$ cat config.mk
export PLATFORM = sky130hd
export DESIGN_NAME = vga_timing_gen
export DESIGN_NICKNAME = d
export VERILOG_FILES = /design/src/rtl/vga_timing_gen.sv
export SDC_FILE = /design/constraint.sdc
export NUM_CORES = 1
export LEC_CHECK = 0
export CORE_MARGIN = 5
export CORE_UTILIZATION = 53
export CTS_CLUSTER_SIZE = 20
export DETAILED_ROUTE_END_ITERATION = 8
export PLACE_DENSITY = 0.87
export SLEW_MARGIN = 20
export SYNTH_ARGS = -nofsm -noshare
export SYNTH_HDL_FRONTEND = slang
export SYNTH_SLANG_ARGS = --single-unit
$ cat constraint.sdc
create_clock -name clk -period 2.91 [get_ports clk]
set_input_delay 0.291 -clock clk [delete_from_list [all_inputs] [get_ports clk]]
set_output_delay 0.291 -clock clk [all_outputs]
set_load 0.05 [all_outputs]
$ cat src/rtl/vga_timing_gen.sv
// VGA raster timing generator: pixel-rate enable, column/row counters,
// delayed active/hsync/vsync decodes and line/frame start strobes.
module vga_timing_gen #(
  parameter int unsigned CLK_DIV  = 4,
  parameter int unsigned H_ACTIVE = 640,
  parameter int unsigned H_FP     = 16,
  parameter int unsigned H_SYNC   = 96,
  parameter int unsigned H_BP     = 48,
  parameter int unsigned V_ACTIVE = 480,
  parameter int unsigned V_FP     = 10,
  parameter int unsigned V_SYNC   = 2,
  parameter int unsigned V_BP     = 33,
  parameter int unsigned SYNC_POL = 0,
  parameter int unsigned PIPE_DLY = 1
) (
  input  logic       clk,
  input  logic       rst,
  output logic       pix_en,
  output logic [9:0] col_count,
  output logic [9:0] row_count,
  output logic       active,
  output logic       hsync,
  output logic       vsync,
  output logic       line_start,
  output logic       frame_start
);

  localparam int unsigned CNT_W   = 10;
  localparam int unsigned CMP_W   = 11;
  localparam int unsigned H_TOTAL = H_ACTIVE + H_FP + H_SYNC + H_BP;
  localparam int unsigned V_TOTAL = V_ACTIVE + V_FP + V_SYNC + V_BP;
  localparam int unsigned DIV_W   = (CLK_DIV > 1) ? $clog2(CLK_DIV) : 1;

  localparam logic [DIV_W-1:0] DIV_LAST = DIV_W'(CLK_DIV - 1);
  localparam logic [CNT_W-1:0] H_LAST   = CNT_W'(H_TOTAL - 1);
  localparam logic [CNT_W-1:0] V_LAST   = CNT_W'(V_TOTAL - 1);

  // Decode windows held one bit wider so an end bound of 1024 does not wrap.
  localparam logic [CMP_W-1:0] H_ACT_END  = CMP_W'(H_ACTIVE);
  localparam logic [CMP_W-1:0] V_ACT_END  = CMP_W'(V_ACTIVE);
  localparam logic [CMP_W-1:0] HS_START   = CMP_W'(H_ACTIVE + H_FP);
  localparam logic [CMP_W-1:0] HS_STOP    = CMP_W'(H_ACTIVE + H_FP + H_SYNC);
  localparam logic [CMP_W-1:0] VS_START   = CMP_W'(V_ACTIVE + V_FP);
  localparam logic [CMP_W-1:0] VS_STOP    = CMP_W'(V_ACTIVE + V_FP + V_SYNC);

  localparam logic SYNC_ON = 1'(SYNC_POL);

  localparam int unsigned TAP_HS  = 0;
  localparam int unsigned TAP_VS  = 1;
  localparam int unsigned TAP_ACT = 2;
  localparam int unsigned TAP_W   = 3;

  // Parameter legality, caught at elaboration.
  if (CLK_DIV < 1) begin : g_chk_div
    $error("vga_timing_gen: CLK_DIV must be at least 1");
  end
  if (PIPE_DLY > 4) begin : g_chk_dly
    $error("vga_timing_gen: PIPE_DLY must be in 0..4");
  end
  if (H_TOTAL > 1024 || V_TOTAL > 1024) begin : g_chk_total
    $error("vga_timing_gen: H_TOTAL and V_TOTAL must not exceed 1024");
  end

  logic [DIV_W-1:0] div_q;
  logic [DIV_W-1:0] div_nxt;
  logic             pix_en_nxt;
  logic [CNT_W-1:0] col_nxt;
  logic [CNT_W-1:0] row_nxt;
  logic [TAP_W-1:0] raw_nxt;
  logic [TAP_W-1:0] tap [PIPE_DLY+1];

  // Next divider/counter state and the raw decode of the next position.
  always_comb begin
    div_nxt    = (div_q == DIV_LAST) ? '0 : div_q + DIV_W'(1);
    pix_en_nxt = (div_nxt == DIV_LAST);
    col_nxt    = col_count;
    row_nxt    = row_count;
    raw_nxt    = '0;

    if (pix_en) begin
      if (col_count == H_LAST) begin
        col_nxt = '0;
        row_nxt = (row_count == V_LAST) ? '0 : row_count + CNT_W'(1);
      end else begin
        col_nxt = col_count + CNT_W'(1);
      end
    end

    raw_nxt[TAP_HS]  = (CMP_W'(col_nxt) >= HS_START) && (CMP_W'(col_nxt) < HS_STOP);
    raw_nxt[TAP_VS]  = (CMP_W'(row_nxt) >= VS_START) && (CMP_W'(row_nxt) < VS_STOP);
    raw_nxt[TAP_ACT] = (CMP_W'(col_nxt) < H_ACT_END) && (CMP_W'(row_nxt) < V_ACT_END);
  end

  // tap[0] always mirrors the current position; tap[k] lags it by k pixels.
  always_ff @(posedge clk) begin
    if (rst) begin
      div_q       <= '0;
      pix_en      <= 1'b0;
      col_count   <= '0;
      row_count   <= '0;
      line_start  <= 1'b0;
      frame_start <= 1'b0;
      for (int unsigned k = 0; k <= PIPE_DLY; k++) begin
        tap[k] <= '0;
      end
    end else begin
      div_q       <= div_nxt;
      pix_en      <= pix_en_nxt;
      col_count   <= col_nxt;
      row_count   <= row_nxt;
      line_start  <= pix_en_nxt && (col_nxt == '0);
      frame_start <= pix_en_nxt && (col_nxt == '0) && (row_nxt == '0);
      tap[0]      <= raw_nxt;
      if (pix_en) begin
        for (int unsigned k = 1; k <= PIPE_DLY; k++) begin
          tap[k] <= tap[k-1];
        end
      end
    end
  end

  // Polarity is a constant inversion of registered flags, so pins stay glitch-free.
  assign active = tap[PIPE_DLY][TAP_ACT];
  assign hsync  = tap[PIPE_DLY][TAP_HS] ? SYNC_ON : ~SYNC_ON;
  assign vsync  = tap[PIPE_DLY][TAP_VS] ? SYNC_ON : ~SYNC_ON;

endmodule

==> results.txt <==
Status = completed
DRT iter0 DRCs = 100
CP startpoint kind = flop
Gpl congestion = 0.904
Cts bufs inserted = 5
Slew @ Worst Pin = 0.566 ns
First-pass GRT wire length = 6.44 mm
Initial Util = 0.561
Slowest CP cell = a2111oi_0
Drt wl/cell = 13.9 um
Die Y = 67.1 um
Critical Path, Cell by Cell = ha_1 -> nand3_2 -> nor4_2 -> buf_4 -> nand4_1 -> xor2_1 -> nor3_1 -> a2111oi_0
Power per cell area = 417 nW/um^2
#FFs+latches synth = 31
Share of layout cells above drive strength 1 = 0.0690
Vias per cell = 5.73
Crit path depth = 8
GR Util All Layers = 0.188
Initial antenna violation count = 0
Total routed wirelength = 3.82 mm
Top Family by Delay on Critical Path = simple AND/OR/NAND/NOR gates
Hold path cells = 1
Fill cells = 267
Worst hold slack = 0.471 ns
Area growth syn-to-layout = 21.7%
Area contributors post-synth = dfxtp_1 29%, edfxtp_1 10%, nor2_1 4.3%
Yosys cell types = 44
FF-to-FF path depth = 8
Synth area leader = dfxtp_1
Crit end category = flop
Layout Nets = 238
Antenna diode count = 0
Top-count cell post-synth = dfxtp_1
CTS tree = done
Grt total ovfl = 0
IO Port Bufs = 27
DRT Pass-1 Iters = 4
Hold crit path type = reg -> reg
DP HPWL = 2.80 mm
Yosys top cell area share = 0.290
Fin crit share = 0.900
Post-CTS Resized = 0
Number of cell rows = 20
Cells after Synth = 206
Synth Area per Inst = 8.38 um^2
Die footprint = 4500 um^2
CP max stage delay = 0.47 ns
Max-Cap Viols = 0
EDFF count, synth = 6
Final Slew Violations = 0
RSZ-0062 raised after global routing = false
Crit. Startpoint = col_count[1]
Main synth FF type = dfxtp_1
Crit path max fanout = 12
Final hold viol count = 0
Core Area = 3080 um^2
Die width = 67.1 um
Clock latency at the later pin of the worst-skew pair = 0.33 ns
Setup Skew = 0.00852 ns
Max-slew headroom = 0.619
Synth cell count leaders = 25 x dfxtp_1, 20 x nor2_1, 19 x nand2_1
Io pins = 28
Register area share after synthesis = 0.394
Root Buffer = clkbuf_4
Ys Warns = 0
Largest net degree at the start of global routing = 28
Critical R2R Launch = col_count[1]
CP Buf/Inv Count = 1
Final setup viols = 0
RR Endpoint = tap[0][2]
Fmax = 382 MHz
Setup crit end = tap[0][2]
Clock buffer depth = 2
# Post-CTS Setup Buffers = 0
Min Tclk post-route = 2.62 ns
VDD IR max = 0.285 mV
Hold Buf Count CTS = 0
Setup CP Type = reg -> reg
Syn Std Cell Area = 1730 um^2
Routed vias = 1581
R2R setup slack = 0.29 ns
CP arrival = 2.70 ns
Leak = 0.728 nW
Ys async rst share = 0
Clock sink count = 31
Routed Antenna Nets = 0
H-tree levels = 2
Vias in the first global route = 1438
Clk slew on worst S/H paths = 0.10 ns
# DRC = 0
CP Data Required Time = 2.99 ns
Accumulated negative setup slack = 0 ns
cell usage in the layout (no fill, tap or decap), drive strengths merged, types with 2 or more instances in the layout:
master,n
a2111oi,2
a211oi,2
a21oi,10
a31oi,2
and3,5
buf,4
clkbuf,5
clkdlybuf4s50,27
clkinv,2
conb,3
dfxtp,25
edfxtp,6
ha,5
inv,5
mux2i,2
nand2,19
nand2b,5
nand3,8
nand4,6
nor2,20
nor2b,5
nor3,13
nor4,5
o2111ai,2
o211ai,2
o21a,2
o21ai,8
o31a,3
or3,2
or4,3
xnor2,5
xor2,8
how the worst min path moves through the flow:
stage                     slack (ns)  endpoint  startpoint
after floorplan                 0.43  div_q[0]    div_q[0]
after global placement          0.44  div_q[0]    div_q[0]
after detailed placement        0.45  div_q[0]    div_q[0]
after CTS                       0.47  div_q[0]    div_q[0]
after global routing            0.50  div_q[0]    div_q[0]
final                           0.47  div_q[0]    div_q[0]
report_power, final:
group	internal (mW)	switching (mW)
Clock	0.177	0.155
Sequential	0.451	0.0122
Combinational	0.0299	0.0514
logic make-up (layout without fill, tap and decap cells):
kind of cell               after synthesis  count (layout)  synth area share
DFF                                     31              31             0.394
and+or+nand+nor                         97              97             0.297
AOI/OAI and AO/OA                       36              36             0.138
muxes                                    3               3            0.0181
xor gates and xnor gates                13              13            0.0659
adders and majority gates                5               5            0.0362
buffers and inverters                   20              44            0.0478
other                                    1               3           0.00217
metrics by stage:
| step | power, mW | cells | util | worst slack (ns) | area (um^2) |
|---|---|---|---|---|---|
| after global placement | 0.553 | 268 | 0.658 | 0.529 | 2030 |
| after detailed placement | 0.555 | 268 | 0.658 | 0.344 | 2030 |
| after CTS | 0.881 | 276 | 0.683 | 0.309 | 2100 |
| after floorplan | 0.530 | 208 | - | 0.140 | 1730 |
| after global routing | 0.911 | 276 | 0.683 | 0.0353 | 2100 |
| final | 0.876 | 276 | 0.683 | 0.290 | 2100 |
routing by layer:
metal / global-route usage / wire length [um] / vias up
li1: - / - / 781
met1: 0.227 / 1640 / 738
met2: 0.315 / 1910 / 55
met3: 0.0556 / 224 / 7
met4: 0.0608 / 45 / 0
met5: 0 / 0 / -
registers in the layout, summed over array words and instances, names as in the netlist:
signal       flops
col_count       10
pix_en           1
row_count       10
tap              6
div_q            2
frame_start      1
line_start       1
area by class of cell:
| class | instances | area [um^2] | share of cell area |
|---|---|---|---|
| Sequential cell | 31 | 681 | 0.324 |
| Inverter | 5 | 18.8 | 0.00893 |
| Clock inverter | 3 | 38.8 | 0.0185 |
| Multi-Input combinational cell | 157 | 971 | 0.462 |
| Clock buffer | 5 | 37.5 | 0.0179 |
| Timing Repair Buffer | 31 | 300 | 0.143 |
| Tap cell | 44 | 55.1 | 0.0262 |
(Power assumes the default switching activity.)
